**config.mk**
```make
export PLATFORM = sky130hd
export DESIGN_NAME = updown_counter_fsm
export DESIGN_NICKNAME = d
export VERILOG_FILES = /design/src/rtl/updown_counter_fsm.sv
export SDC_FILE = /design/constraint.sdc
export NUM_CORES = 1
export LEC_CHECK = 0
export CORE_AREA = 2 2 39 41
export CTS_CLUSTER_SIZE = 16
export DETAILED_ROUTE_END_ITERATION = 8
export DIE_AREA = 0 0 41 43
export SLEW_MARGIN = 25
export SYNTH_ARGS = -nofsm -noshare
export SYNTH_HDL_FRONTEND = slang
export SYNTH_SLANG_ARGS = --single-unit
```
**constraint.sdc**
```tcl
create_clock -name clk -period 2.3 [get_ports clk]
set_clock_uncertainty 0.05 [all_clocks]
set_input_delay 0.46 -clock clk [delete_from_list [all_inputs] [get_ports clk]]
set_output_delay 0.46 -clock clk [all_outputs]
set_load 0.01 [all_outputs]
```
**src/rtl/updown_counter_fsm.sv**
```systemverilog
// -----------------------------------------------------------------------------
// updown_counter_fsm
//
// Parametrised up/down counter with a small control FSM. It counts over the
// range 0..MAX, supports a synchronous parallel load, wraps or saturates at the
// range boundaries, and presents the count in binary or Gray coding. A
// registered terminal-count pulse marks the cycle after each landing on the
// terminal value for the current direction.
//
// Parameters:
//   WIDTH    - counter width in bits (>= 2)
//   MAX      - highest count value, MAX <= 2**WIDTH-1
//   SATURATE - 0: wrap at the boundaries, 1: hold at the boundary and HALT
//
// Ports:
//   clk   in  1      rising-edge clock
//   reset in  1      synchronous, active-high reset
//   en    in  1      count enable, one step per cycle
//   P     in  1      direction, 0 = up, 1 = down
//   load  in  1      synchronous parallel load strobe
//   d     in  WIDTH  load value, clamped to MAX
//   gray  in  1      output coding, 0 = binary, 1 = Gray
//   y     out WIDTH  count value in the selected coding
//   tc    out 1      registered terminal-count pulse
//   st    out 2      FSM state: 00 IDLE, 01 UP, 10 DOWN, 11 HALT
// -----------------------------------------------------------------------------
module updown_counter_fsm #(
   parameter int WIDTH    = 3,
   parameter int MAX      = 2**WIDTH - 1,
   parameter int SATURATE = 0
) (
   input  logic             clk,
   input  logic             reset,
   input  logic             en,
   input  logic             P,
   input  logic             load,
   input  logic [WIDTH-1:0] d,
   input  logic             gray,
   output logic [WIDTH-1:0] y,
   output logic             tc,
   output logic [1:0]       st
);

   typedef enum logic [1:0] {
      ST_IDLE = 2'b00,
      ST_UP   = 2'b01,
      ST_DOWN = 2'b10,
      ST_HALT = 2'b11
   } state_t;

   localparam logic [WIDTH-1:0] MAX_V  = WIDTH'(MAX);
   localparam logic [WIDTH-1:0] ZERO_V = {WIDTH{1'b0}};
   localparam logic [WIDTH-1:0] ONE_V  = {{(WIDTH-1){1'b0}}, 1'b1};
   localparam logic             SAT_V  = (SATURATE != 0);

   // Binary to reflected Gray code.
   function automatic logic [WIDTH-1:0] bin2gray(input logic [WIDTH-1:0] b);
      return b ^ {1'b0, b[WIDTH-1:1]};
   endfunction

   logic [WIDTH-1:0] cnt_r;
   state_t           state_r;
   logic             tc_r;

   logic [WIDTH-1:0] cnt_nxt_s;
   state_t           state_nxt_s;
   logic             tc_nxt_s;
   state_t           state_hold_s;

   // State the FSM keeps when nothing else moves it; HALT is not a legal
   // resting state in wrap mode, so it recovers to IDLE.
   always_comb begin
      state_hold_s = state_r;
      case (state_r)
         ST_IDLE: state_hold_s = ST_IDLE;
         ST_UP:   state_hold_s = ST_UP;
         ST_DOWN: state_hold_s = ST_DOWN;
         ST_HALT: begin
            if (SAT_V) begin
               state_hold_s = ST_HALT;
            end else begin
               state_hold_s = ST_IDLE;
            end
         end
         default: state_hold_s = ST_IDLE;
      endcase
   end

   // Next-state, next-count and terminal-count decode; load beats count.
   // A HALT exit needs no special casing: at a held boundary, stepping toward
   // it re-enters the saturate-hold path and stepping away is a normal step.
   always_comb begin
      cnt_nxt_s   = cnt_r;
      state_nxt_s = state_hold_s;
      tc_nxt_s    = 1'b0;
      if (load) begin
         if (d > MAX_V) begin
            cnt_nxt_s = MAX_V;
         end else begin
            cnt_nxt_s = d;
         end
         state_nxt_s = ST_IDLE;
         tc_nxt_s    = 1'b0;
      end else if (en) begin
         if (!P) begin
            if (cnt_r != MAX_V) begin
               cnt_nxt_s   = cnt_r + ONE_V;
               state_nxt_s = ST_UP;
               tc_nxt_s    = (cnt_r + ONE_V == MAX_V);
            end else if (SAT_V) begin
               cnt_nxt_s   = MAX_V;
               state_nxt_s = ST_HALT;
               tc_nxt_s    = 1'b0;
            end else begin
               // Wrap lands on 0, which is not terminal while counting up.
               cnt_nxt_s   = ZERO_V;
               state_nxt_s = ST_UP;
               tc_nxt_s    = 1'b0;
            end
         end else begin
            if (cnt_r != ZERO_V) begin
               cnt_nxt_s   = cnt_r - ONE_V;
               state_nxt_s = ST_DOWN;
               tc_nxt_s    = (cnt_r == ONE_V);
            end else if (SAT_V) begin
               cnt_nxt_s   = ZERO_V;
               state_nxt_s = ST_HALT;
               tc_nxt_s    = 1'b0;
            end else begin
               // Wrap lands on MAX, which is not terminal while counting down.
               cnt_nxt_s   = MAX_V;
               state_nxt_s = ST_DOWN;
               tc_nxt_s    = 1'b0;
            end
         end
      end else begin
         cnt_nxt_s   = cnt_r;
         state_nxt_s = state_hold_s;
         tc_nxt_s    = 1'b0;
      end
   end

   // Count, state and terminal-count registers with synchronous reset.
   always_ff @(posedge clk) begin
      if (reset) begin
         cnt_r   <= ZERO_V;
         state_r <= ST_IDLE;
         tc_r    <= 1'b0;
      end else begin
         cnt_r   <= cnt_nxt_s;
         state_r <= state_nxt_s;
         tc_r    <= tc_nxt_s;
      end
   end

   // Output coding is a live decode of the registered count.
   always_comb begin
      if (gray) begin
         y = bin2gray(cnt_r);
      end else begin
         y = cnt_r;
      end
   end

   assign tc = tc_r;
   assign st = state_r;

endmodule

```
* Yosys cells after proc, flatten, opt, wreduce, memory -nomap -nowiden *
Cells that the tools add are included.

storage, ports and cells
  input port bits = 9
  register bits = 6
  output and inout bits = 6

operators by class
  reductions and logical operators = 6
  mux-type cells = 13
  equality and inequality tests = 6
  $add $sub $neg = 2
  order comparisons = 1
  bitwise gates (word level) = 2

operator list
  operator                                                             number
  3-bit two-way mux                                                    7
  2-bit one-hot mux with 3 select lines                                1
  2-bit == test (second input constant)                                2
  2-bit two-way mux                                                    2
  2-bit OR reduction                                                   2
  3-bit by 1-bit adder with 3-bit output (second input constant)       1
  3-bit by 1-bit == test with 1-bit output (second input constant)     1
  3-bit == test (second input constant)                                1
  3-bit greater-than comparator (second input constant)                1
  1-bit two-way mux                                                    3
  3-bit inequality test (second input constant)                        1
  3-bit nonzero test                                                   1
  3-bit OR reduction                                                   1
  3-bit by 1-bit subtractor with 3-bit output (second input constant)  1
  3-bit by 2-bit bitwise XOR with 3-bit output                         1
  2-bit by 1-bit == test with 1-bit output (second input constant)     1
  2-bit zero test                                                      1
  2-bit nonzero test                                                   1
  1-bit inverter                                                       1

* Longest topological paths before layout *
  word-level depth = 5
  depth in mapped cells = 5
  mapped depth without buffers = 5

* Least setup slack after synthesis *
OpenSTA, ideal clock, no wires.

  path type = reg2reg
  start point = reg cnt_r[1]
  end point = reg cnt_r[1]
  library setup time = 70 ps
  arrival = 1505 ps
  buffers on the path = 0
  cell stages (with the launch flop) = 6
  required time = 2180 ps
  slack = 675 ps
  path through = dfxtp_1 > inv_1 > ha_1 > or3b_1 > a311o_1 > a21oi_1

on the way
  longest elaborated chain between the ends = 5
  elaborated cells between the ends (all ways) = 9

ends and longest elaborated chain
  item                                                                  RTL line  source
  from (decl)                                                           61        logic [WIDTH-1:0] cnt_r;
  from (signal assigned)                                                150       cnt_r <= cnt_nxt_s;
  3-bit by 1-bit adder with 3-bit output, or another cell as far along  107       cnt_nxt_s = cnt_r + ONE_V;
  3-bit two-way mux (on tied branches)                                  106, 121
  3-bit two-way mux (*)                                                 105       if (!P) begin
  3-bit two-way mux (*)                                                 104       end else if (en) begin
  3-bit two-way mux (*)                                                 96        if (load) begin

Mark *: on every way between the ends. The rest lies on a longest branch, timed or not. The select of a mux whose other input is x is not followed.
A chain may end at the register's enable or synchronous reset.

* Worst setup path in the final report *
  start point = in gray
  end point = out y[1]

on the way
  longest elaborated chain between the ends = 1

ends and longest elaborated chain
  item               RTL line  source
  from (decl)        38        input logic gray,
  3-bit two-way mux  158       if (gray) begin
  to (decl)          39        output logic [WIDTH-1:0] y,

No other way between the ends.

==> flow_summary.toml <==
[outcome]
status = "completed"

[synthesis]
yosysSeqAreaShare_pct = 28.2
syn_area_sq_um = 427
synth_nets = 66
yosys-top-cells-area = "dfxtp_1, ha_1, inv_1"
yosysTopAreaCellShare_pct = 28.2
yosys_register_bits = 6
synth_cell_types = 27
yosysTopAreaCell = "dfxtp_1"
synthCells = 51
ys_warn_count = 0
avgSynthCellArea_sq_um = 8.37

[placed_design]
gp_congestion = 0.693
portBuffers = 14
place_hpwl_um = 679

[clocking]
cts_setup_buffers = 0
clock_path_buffers = 2
htreeDepth = 1
cts_hold_buf = 0
cts_resized = 0
cts_inserted_buffers = 3
clk_latency_ns = 0.24
numClockSinks = 6
clk_pin_slew_ns = 0.04
cts_root_buffer = "clkbuf_4"
cts_tree = "yes"

[grt]
track_usage_pct = 11.4
grt_pass1_vias = 370
grt_max_degree = 10
grt_first_pass_wirelength_mm = 1.35
antenna_found_initial = 0
gr-total-overflow = 0

[detailed_routing]
drt-initial-drc-count = 3
num_vias = 413
ant_nets = 0
routed_via_density = 5.10
remaining_drc_errors = 0
wirelength_um = 921
first_pass_iters = 4
wl_per_cell_um = 11.4

[floorplanning]
num_rows = 14
fp.dieW_um = 41
die_area_sq_mm = 0.00176
die_y_um = 43
start_util_pct = 30.8
io_pins = 15
design.core.area_sq_mm = 0.00138

[sta]
worst_slew_pin_slew_ns = 0.310
finalMaxSlewViolations = 0
fin_setup_tns_ns = 0
period_minus_slack_ns = 2.21
rsz0062_at_grt = "false"
holdWs_ns = 0.513
finalCritPeriodShare_pct = 96.2
hold_viol = 0
setup_viol = 0
fmax_mhz = 452
slew-limit-headroom_pct = 79.2

[setup_path]
r2r_end = "cnt_r[1]"
critPathLaunchType = "input pin"
arrival_ns = 1.70
crit_chain = "clkdlybuf4s50_1, nand2_1, xnor2_1, clkdlybuf4s50_1"
crit_type = "in2out"
rrSetupSlack_ns = 0.55
cp.required_ns = 1.79
crit_buf_inv = 2
cp_slowest_cell = "clkdlybuf4s50_1"
slowest_delay_ns = 0.54
ff2ff_path_depth = 5
critical_path.top_delay_family = "buffers and inverters"
cpMostUsedCell = "clkdlybuf4s50_1"
critPathMaxFanout = 3
endpoint_kind = "output pin"
reg2reg_from = "cnt_r[0]"

[pwr]
swShare_pct = 27.3
power.density_mw_per_mm2 = 492
switchingPower_w = 0.0000805
leakage_nw = 0.255
irDropWorstVdd_mv = 0.188
comb_power_share_pct = 27.1
internal_power_w = 0.000214
power_frac_clock_pct = 32.9
seqPwrFrac_pct = 39.9

[finish]
layout_commonest_cell = "clkdlybuf4s50_1"
antenna_cells = 0
num-nets-final = 82
fillers = 148
layout_common_cells = "clkdlybuf4s50_1, inv_1, ha_1"
drive_gt1_share_pct = 6.15
synthToLayoutAreaGrowth_pct = 40.2

[worst_hold_path]
hold_depth = 2
hold_class = "reg2reg"
whs_endpoint = "cnt_r[0]"
hp-start = "cnt_r[0]"

[run]
drv_cap = 0
## cell usage after synthesis (all sizes together)
master and n:
dfxtp 6, ha 6, inv 6, nor3 4, nand2 3, nor2 3, a21oi 2, clkbuf 2
o21ai 2, a2111oi 1, a211o 1, a211oi 1, a22oi 1, a311o 1, a31oi 1, a41oi 1
and3b 1, buf 1, nor3b 1, nor4 1, nor4bb 1, o211ai 1, o21bai 1, or2b 1
or3b 1, xnor2 1
## cell families (layout without fill, tap and decap cells)
group,Yosys count,count (layout),share of synthesized area [%]
compound gates,13,13,22.0
xor+xnor,1,1,2.05
fa+ha+maj,6,6,17.6
buf+inv,9,23,8.80
flops,6,6,28.2
simple gates,16,16,21.4
## through the flow
stage | total power (W) | setup WS [ns] | cells | area [sq um] | utilization [%]
2_1_floorplan | 0.000163 | 0.675 | 51 | 427 | -
3_3_place_gp | 0.000200 | 0.0950 | 78 | 572 | 41.3
3_5_place_dp | 0.000199 | 0.0820 | 78 | 572 | 41.3
4_1_cts | 0.000302 | 0.00249 | 81 | 594 | 42.9
5_1_grt | 0.000315 | 0.0344 | 81 | 598 | 43.2
6_report | 0.000294 | 0.0864 | 81 | 598 | 43.2
## how the worst max path moves through the flow
stage,from,endpoint,slack (ns),depth (start not counted)
2_1_floorplan,cnt_r[1],cnt_r[1],0.67,5
3_3_place_gp,gray,y[1],0.09,4
3_5_place_dp,gray,y[1],0.08,4
4_1_cts,cnt_r[1],y[0],0.002,5
5_1_grt,gray,y[1],0.03,4
6_report,gray,y[1],0.09,4
## flip-flops by register name, summed over array words and instances (netlist names)
signal and flops:
tc 1, st 2, cnt_r 3
## tightest hold or removal path, delay by kind of cell (launching register included)
family / cells / cell delay [ns]
AO/OA/AOI/OAI: 2 / 0.17
flip-flops: 1 / 0.34
## power by group through the flow
stage / Sequential [W] / Combinational, W / Clock (W)
floorplan: 0.000118 / 0.0000452 / 0
global placement: 0.000119 / 0.0000806 / 0
detailed placement: 0.000119 / 0.0000802 / 0
CTS: 0.000117 / 0.0000812 / 0.000103
global route: 0.000118 / 0.0000884 / 0.000108
finish: 0.000118 / 0.0000799 / 0.0000969
## final cells by class
cell class	count	area [sq um]	area share, %
tap	16	20.0	3.35
inverter	6	22.5	3.77
multi-input combinational	36	269	45.0
clock buffer	3	22.5	3.77
timing repair buffer	14	143	23.8
sequential	6	121	20.3
## metal layers
metal  share of wire (%)  wire length [um]  up-vias  global-route usage [%]
met2                  44               409       13                    15.6
met3                 5.9                54        0                    3.14
li1                    -                 -      211                       -
met4                   0                 0        0                    8.00
met1                  50               456      189                    14.6
met5                   0                 0        -                       0
No activity file was read; power rests on OpenSTA's default activity.
